===== config.mk =====
export PLATFORM = sky130hd
export DESIGN_NAME = stb_seq_ctrl_flat
export DESIGN_NICKNAME = d
export VERILOG_FILES = /design/src/rtl/stb_seq_ctrl_if.sv /design/src/rtl/stb_seq_ctrl.sv /design/src/flat_wrapper.sv
export SDC_FILE = /design/constraint.sdc
export NUM_CORES = 1
export LEC_CHECK = 0
export BUFFER_PORTS_ARGS = -buffer_cell sky130_fd_sc_hd__clkbuf_2
export CORE_UTILIZATION = 49
export DETAILED_ROUTE_END_ITERATION = 6
export PLACE_DENSITY = 0.85
export RECOVER_POWER = 100
export SLEW_MARGIN = 5
export SYNTH_ARGS = -nofsm -noshare
export SYNTH_HDL_FRONTEND = slang
export SYNTH_SLANG_ARGS = --single-unit

===== constraint.sdc =====
create_clock -name clk_i -period 3.24 [get_ports clk_i]
set_clock_uncertainty 0.2 [all_clocks]
set_input_delay 0.324 -clock clk_i [delete_from_list [all_inputs] [get_ports clk_i]]
set_output_delay 0.324 -clock clk_i [all_outputs]
set_load 0.01 [all_outputs]

===== src/rtl/stb_seq_ctrl_if.sv =====
// Generator-side bundle for stb_seq_ctrl.
// master: controller (drives gen_arst_o/gen_run_det_o/gen_oe_o); slave: strobe generator.
interface stb_seq_ctrl_if #(
    parameter int T_CNT_WIDTH = 32
);
    logic                   gen_rdy_i;
    logic                   gen_err_i;
    logic                   gen_stb_i;
    logic [T_CNT_WIDTH-1:0] gen_period_i;
    logic                   gen_arst_o;
    logic                   gen_run_det_o;
    logic                   gen_oe_o;

    modport master (
        input  gen_rdy_i,
        input  gen_err_i,
        input  gen_stb_i,
        input  gen_period_i,
        output gen_arst_o,
        output gen_run_det_o,
        output gen_oe_o
    );

    modport slave (
        output gen_rdy_i,
        output gen_err_i,
        output gen_stb_i,
        output gen_period_i,
        input  gen_arst_o,
        input  gen_run_det_o,
        input  gen_oe_o
    );
endinterface


===== src/rtl/stb_seq_ctrl.sv =====
// Strobe generator sequencer: reset, trigger, lock on period, then gate strobe.
// Ports: clk_i, arstn_i (async low), start_i, stop_i, out_en_i, gen (generator
// bundle, master side), stb_o, period_o, busy_o, locked_o, done_o, err_o, err_code_o.
// Optional: define STB_SEQ_CTRL_RETRY_EN to retry up to RETRY_MAX times on timeout.
module stb_seq_ctrl #(
    parameter int T_CNT_WIDTH    = 32,
    parameter int RST_CYCLES     = 4,
    parameter int RUN_HOLD       = 4,
    parameter int TIMEOUT_CYCLES = 1000000,
    parameter int MIN_PERIOD     = 10,
    parameter int MAX_PERIOD     = 1000000,
    parameter int RETRY_MAX      = 2
) (
    input  logic                   clk_i,
    input  logic                   arstn_i,
    input  logic                   start_i,
    input  logic                   stop_i,
    input  logic                   out_en_i,
    stb_seq_ctrl_if.master         gen,
    output logic                   stb_o,
    output logic [T_CNT_WIDTH-1:0] period_o,
    output logic                   busy_o,
    output logic                   locked_o,
    output logic                   done_o,
    output logic                   err_o,
    output logic [1:0]             err_code_o
);

    typedef enum logic [2:0] {
        IDLE,
        GEN_RST,
        WAIT_RDY,
        TRIG,
        WAIT_LOCK,
        CHECK,
        RUN,
        FAIL
    } state_t;

    localparam int HOLD_MAX = (RST_CYCLES > RUN_HOLD) ? RST_CYCLES : RUN_HOLD;
    localparam int CW = $clog2(HOLD_MAX + 1);
    localparam int TW = $clog2(TIMEOUT_CYCLES + 1);

    localparam logic [CW-1:0] RST_LAST  = CW'(RST_CYCLES - 1);
    localparam logic [CW-1:0] HOLD_LAST = CW'(RUN_HOLD - 1);
    localparam logic [TW-1:0] TMO_LAST  = TW'(TIMEOUT_CYCLES - 1);

    localparam logic [T_CNT_WIDTH-1:0] P_MIN = T_CNT_WIDTH'(MIN_PERIOD);
    localparam logic [T_CNT_WIDTH-1:0] P_MAX = T_CNT_WIDTH'(MAX_PERIOD);

    localparam logic [1:0] E_TMO   = 2'd1;
    localparam logic [1:0] E_RANGE = 2'd2;
    localparam logic [1:0] E_GEN   = 2'd3;

    state_t          state;
    state_t          nxt;
    logic [CW-1:0]   cnt;
    logic [TW-1:0]   tmo;
    logic            stb_q;
    logic            stb_rise;
    logic            in_range;
    logic            tmo_fire;
    logic [1:0]      code_n;

`ifdef STB_SEQ_CTRL_RETRY_EN
    localparam int RW = (RETRY_MAX < 1) ? 1 : $clog2(RETRY_MAX + 1);
    localparam logic [RW-1:0] RETRY_LIM = RW'(RETRY_MAX);
    logic [RW-1:0] retry;
`else
    logic unused_retry;
    assign unused_retry = (RETRY_MAX != 0);
`endif

    assign stb_rise = gen.gen_stb_i & ~stb_q;
    assign in_range = (period_o >= P_MIN) && (period_o <= P_MAX);

    // Combinational strobe gate; drops immediately when reset forces IDLE.
    assign stb_o = (state == RUN) & gen.gen_stb_i & out_en_i;

    always_comb begin
        nxt      = state;
        code_n   = err_code_o;
        tmo_fire = 1'b0;
        if (stop_i && (state != IDLE)) begin
            nxt = IDLE;
        end else begin
            unique case (state)
                IDLE: begin
                    if (start_i) begin
                        nxt    = GEN_RST;
                        code_n = 2'd0;
                    end
                end
                GEN_RST: begin
                    if (cnt == RST_LAST) nxt = WAIT_RDY;
                end
                WAIT_RDY: begin
                    if (gen.gen_rdy_i) nxt = TRIG;
                    else if (tmo == TMO_LAST) tmo_fire = 1'b1;
                end
                TRIG: begin
                    if (cnt == HOLD_LAST) nxt = WAIT_LOCK;
                end
                WAIT_LOCK: begin
                    if (gen.gen_err_i) begin
                        nxt    = FAIL;
                        code_n = E_GEN;
                    end else if (tmo == TMO_LAST) begin
                        tmo_fire = 1'b1;
                    end else if (stb_rise) begin
                        nxt = CHECK;
                    end
                end
                CHECK: begin
                    if (in_range) begin
                        nxt = RUN;
                    end else begin
                        nxt    = FAIL;
                        code_n = E_RANGE;
                    end
                end
                RUN: begin
                    if (gen.gen_err_i) begin
                        nxt    = FAIL;
                        code_n = E_GEN;
                    end
                end
                FAIL: begin
                    if (start_i) begin
                        nxt    = GEN_RST;
                        code_n = 2'd0;
                    end
                end
                default: nxt = IDLE;
            endcase

            if (tmo_fire) begin
`ifdef STB_SEQ_CTRL_RETRY_EN
                if (retry < RETRY_LIM) begin
                    nxt = GEN_RST;
                end else begin
                    nxt    = FAIL;
                    code_n = E_TMO;
                end
`else
                nxt    = FAIL;
                code_n = E_TMO;
`endif
            end
        end
    end

    always_ff @(posedge clk_i or negedge arstn_i) begin
        if (!arstn_i) begin
            state             <= IDLE;
            cnt               <= '0;
            tmo               <= '0;
            stb_q             <= 1'b0;
            period_o          <= '0;
            gen.gen_arst_o    <= 1'b1;
            gen.gen_run_det_o <= 1'b0;
            gen.gen_oe_o      <= 1'b0;
            busy_o            <= 1'b0;
            locked_o          <= 1'b0;
            done_o            <= 1'b0;
            err_o             <= 1'b0;
            err_code_o        <= 2'd0;
        end else begin
            state <= nxt;
            stb_q <= gen.gen_stb_i;

            // Hold counter restarts on every state change.
            if (nxt != state) cnt <= '0;
            else if ((state == GEN_RST) || (state == TRIG)) cnt <= cnt + 1'b1;

            if (nxt != state) tmo <= '0;
            else if ((state == WAIT_RDY) || (state == WAIT_LOCK)) tmo <= tmo + 1'b1;

            if ((state == WAIT_LOCK) && (nxt == CHECK)) period_o <= gen.gen_period_i;

            // Outputs follow the next state so they line up with it.
            gen.gen_arst_o    <= (nxt == IDLE) || (nxt == GEN_RST) || (nxt == FAIL);
            gen.gen_run_det_o <= (nxt == TRIG);
            gen.gen_oe_o      <= (nxt == WAIT_LOCK) || (nxt == CHECK) || (nxt == RUN);
            busy_o            <= (nxt != IDLE) && (nxt != FAIL);
            locked_o          <= (nxt == RUN);
            done_o            <= (state == CHECK) && (nxt == RUN);
            err_o             <= (nxt == FAIL);
            err_code_o        <= code_n;
        end
    end

`ifdef STB_SEQ_CTRL_RETRY_EN
    always_ff @(posedge clk_i or negedge arstn_i) begin
        if (!arstn_i) begin
            retry <= '0;
        end else if (nxt == GEN_RST) begin
            if ((state == IDLE) || (state == FAIL)) retry <= '0;
            else if (state != GEN_RST) retry <= retry + 1'b1;
        end
    end
`endif

endmodule


===== src/flat_wrapper.sv =====
// flat-port wrapper written by rule: the top's interface ports become plain ports
module stb_seq_ctrl_flat 
#(
    parameter int T_CNT_WIDTH    = 32,
    parameter int RST_CYCLES     = 4,
    parameter int RUN_HOLD       = 4,
    parameter int TIMEOUT_CYCLES = 1000000,
    parameter int MIN_PERIOD     = 10,
    parameter int MAX_PERIOD     = 1000000,
    parameter int RETRY_MAX      = 2
)
  (clk_i, arstn_i, start_i, stop_i, out_en_i, stb_o, period_o, busy_o, locked_o, done_o, err_o, err_code_o, gen_gen_rdy_i, gen_gen_err_i, gen_gen_stb_i, gen_gen_period_i, gen_gen_arst_o, gen_gen_run_det_o, gen_gen_oe_o);
  stb_seq_ctrl_if #(.T_CNT_WIDTH(T_CNT_WIDTH)) gen_i ();
  input  logic clk_i;
  input  logic arstn_i;
  input  logic start_i;
  input  logic stop_i;
  input  logic out_en_i;
  output logic stb_o;
  output logic [T_CNT_WIDTH-1:0] period_o;
  output logic busy_o;
  output logic locked_o;
  output logic done_o;
  output logic err_o;
  output logic [1:0] err_code_o;
  input wire logic [$bits(gen_i.gen_rdy_i)-1:0] gen_gen_rdy_i;
  input wire logic [$bits(gen_i.gen_err_i)-1:0] gen_gen_err_i;
  input wire logic [$bits(gen_i.gen_stb_i)-1:0] gen_gen_stb_i;
  input wire logic [$bits(gen_i.gen_period_i)-1:0] gen_gen_period_i;
  output wire logic [$bits(gen_i.gen_arst_o)-1:0] gen_gen_arst_o;
  output wire logic [$bits(gen_i.gen_run_det_o)-1:0] gen_gen_run_det_o;
  output wire logic [$bits(gen_i.gen_oe_o)-1:0] gen_gen_oe_o;
  assign gen_i.gen_rdy_i = gen_gen_rdy_i;
  assign gen_i.gen_err_i = gen_gen_err_i;
  assign gen_i.gen_stb_i = gen_gen_stb_i;
  assign gen_i.gen_period_i = gen_gen_period_i;
  assign gen_gen_arst_o = gen_i.gen_arst_o;
  assign gen_gen_run_det_o = gen_i.gen_run_det_o;
  assign gen_gen_oe_o = gen_i.gen_oe_o;
  stb_seq_ctrl #(.T_CNT_WIDTH(T_CNT_WIDTH), .RST_CYCLES(RST_CYCLES), .RUN_HOLD(RUN_HOLD), .TIMEOUT_CYCLES(TIMEOUT_CYCLES), .MIN_PERIOD(MIN_PERIOD), .MAX_PERIOD(MAX_PERIOD), .RETRY_MAX(RETRY_MAX)) u_core (.clk_i(clk_i), .arstn_i(arstn_i), .start_i(start_i), .stop_i(stop_i), .out_en_i(out_en_i), .gen(gen_i), .stb_o(stb_o), .period_o(period_o), .busy_o(busy_o), .locked_o(locked_o), .done_o(done_o), .err_o(err_o), .err_code_o(err_code_o));
endmodule

==> metrics.txt <==
status=complete, but fails checks; failing checks=hold timing, capacitance limit, slew limit; Critical Path Sink Type=flip-flop; fin area=0.00432 sq mm; Mapped Cells=316; Mean Syn Cell Area=11.3 sq um; Clk pin slew, worst setup/hold paths=0.08 ns; Syn Nets=359; Vias per Instance=5.59; synth top area cells=dfrtp_1 47%, mux2_4 13%, nand3_1 3.2%; Yosys top cell area share=47.1%; floorplan core area=0.00691 sq mm; Final Critical Period=3.09 ns; Initial Utilization=51.5%; top post-synthesis cells by count=67 x dfrtp_1, 30 x mux2_4, 23 x nand3_1, 21 x nor3_1, 18 x nand2_1; FF-to-FF setup slack=0.15 ns; crit path kind=reg -> reg; fin crit share=95.5%; Post-DRT Antenna Nets=0; Netlist cell types=54; worst min path class=in -> reg; WL/cell=16.5 um; Setup Fix Bufs, Post-CTS=0; clock sinks=68; max_cap viols=1; worst skew pair latency=0.35 ns; routed wire length=8640 um; setup violators final=0; dpl ws=0.127 ns; Max clock buf depth=2; Arrival @ worst endpoint=3.10 ns; wire length of the first global-routing pass=13700 um; peak supply drop=394 uV; fmax=0.323 GHz; Fin. Hold Viols=4; share of layout cells above drive strength 1=20.6%; Setup TNS Final=0 ns; via count=2928; #FFs+latches synth=68; register area share after synthesis=47.8%; worst slew pin tran=1.65 ns; hpwl dp=5810 um; WP data required=3.24 ns; Synth Warn #=0; # diodes=0; Post-synth EDFFs=0; Boundary Pins=82; final design utilization=62.5%; Synth area leader=dfrtp_1; reg2reg end=u_core.tmo[19]$_DFFE_PN0P_; pwr dens=652 mW/mm^2; worst reg2reg startpoint=u_core.tmo[12]$_DFFE_PN0P_; Rows=30; largest net degree at the start of global routing=69; CTS tree=built; Post-synth ARST share=100%; TritonRoute pass-1 iters=7; full die area=0.00761 sq mm; 1st-iter DRT viols=156; IO Port Bufs=81; PnR Total Power=2.81 mW; H-tree levels=3; Worst setup SP type=flip-flop; area post-placement=0.00413 sq mm; hold_ws=-0.00403 ns; P_leak=2.01 nW; DRC viols=0; worst rel slew slack=-9.74%; Pins Over Slew Limit=69; TritonCTS buffer count=9; GR Overflow Total=0; Area growth, synth to finish=21.3%; vias in the first global route=2858; GR Util All Layers=23.5%; cell area after synthesis=0.00356 sq mm; CP endpoint=u_core.tmo[19]$_DFFE_PN0P_; most common cell in the netlist=dfrtp_1; die span in x=87.2 um; fin worst setup slack=0.147 ns; Crit. Startpoint=u_core.tmo[12]$_DFFE_PN0P_; unrepaired setup endpoints after global routing=no; r2r worst-path depth=9; Crit Path Max Fanout=23; main flop type after synthesis=dfrtp_1; cell chosen for the clock root=clkbuf_8; die height=87.2 um; RD Place Congestion=0.924; Nets=466; initial antenna violation count=0
cells by family after synthesis:
group                    after synthesis  synth area share (%)
AO/OA/AOI/OAI                         41                  7.77
flip-flops                            68                  47.8
AND/OR/NAND/NOR                      122                  19.2
XOR/XNOR                              21                  5.38
multiplexers                          38                  15.0
buffers and inverters                 23                  3.80
adder cells (fa/ha/maj)                3                  1.05
cells in the final DEF, fill, tap and decap left out, types with 4 or more instances in the layout:
| master | instances |
|---|---|
| a21oi_1 | 14 |
| and3_1 | 10 |
| buf_4 | 9 |
| clkbuf_1 | 45 |
| clkbuf_2 | 41 |
| clkbuf_8 | 10 |
| dfrtp_1 | 67 |
| dlygate4sd3_1 | 16 |
| inv_1 | 4 |
| mux2_1 | 25 |
| mux2_4 | 5 |
| mux2i_1 | 5 |
| nand2_1 | 18 |
| nand3_1 | 23 |
| nand4_1 | 4 |
| nor2_1 | 11 |
| nor3_1 | 21 |
| nor4_1 | 4 |
| o21ai_0 | 6 |
| or3_1 | 8 |
| or4_1 | 4 |
| xnor2_1 | 7 |
| xor2_1 | 13 |
final cells by class:
type | instances | area, sq um
flip-flops and latches | 68 | 1700
multi-input cells | 225 | 1650
well taps | 96 | 120
repair buffers | 115 | 649
clock inverters | 6 | 48.8
fillers | 580 | 2590
inverters | 4 | 15.0
clock buffers | 10 | 138
metal layers:
| layer | global-route usage, % | part of all wire (%) |
|---|---|---|
| met5 | 0 | 0 |
| met2 | 39.4 | 52 |
| met4 | 7.75 | 1.5 |
| met1 | 30.0 | 41 |
| met3 | 5.78 | 5.6 |
critical path, cell delays in order, from the launching register on:
cell and delay (ns):
dfrtp_1 0.39, or4_1 0.49, or3_1 0.38, or4_1 0.56, buf_4 0.22, a21oi_1 0.24
o22ai_1 0.12, nand2_1 0.11, buf_12 0.17, nor3_1 0.07
flip-flops by register name, summed over array words and instances (netlist names):
signal / flops
u_core.locked_o: 1
u_core.gen.gen_oe_o: 1
u_core.busy_o: 1
u_core.stb_q: 1
u_core.period_o: 32
u_core.gen.gen_arst_o: 1
u_core.err_code_o: 2
u_core.state: 3
u_core.tmo: 20
u_core.cnt: 3
u_core.done_o: 1
u_core.err_o: 1
u_core.gen.gen_run_det_o: 1
repair_timing:
item	in CTS	in global routing
resized for setup	0	3
hold buffers	11	5
hold endpoints to repair	11	5
endpoints found under the setup margin	0	15
through the flow:
stage	hold slack [ns]	instances
after floorplan	-0.172	316
after global placement	0.251	492
after detailed placement	0.261	492
after CTS	0.000494	519
after global routing	-0.0177	524
final	-0.00403	524
how the worst min path moves through the flow:
stage,from,end,slack (ns),depth (start not counted)
final,gen_gen_period_i[6],u_core.period_o[6]$_DFFE_PN0P_,-0.004,2
after global routing,gen_gen_period_i[20],u_core.period_o[20]$_DFFE_PN0P_,-0.02,2
after CTS,arstn_i,u_core.period_o[11]$_DFFE_PN0P_,0.0005,2
after detailed placement,gen_gen_stb_i,u_core.stb_q$_DFF_PN0_,0.26,1
after global placement,gen_gen_stb_i,u_core.stb_q$_DFF_PN0_,0.25,1
after floorplan,arstn_i,u_core.busy_o$_DFF_PN0_,-0.17,0
power breakdown:
| part | internal (mW) | switching, mW | total, mW |
|---|---|---|---|
| Sequential | 0.997 | 0.155 | 1.15 |
| Clock | 0.303 | 0.349 | 0.653 |
| Combinational | 0.414 | 0.595 | 1.01 |
Power figures use the tool's default switching activity.
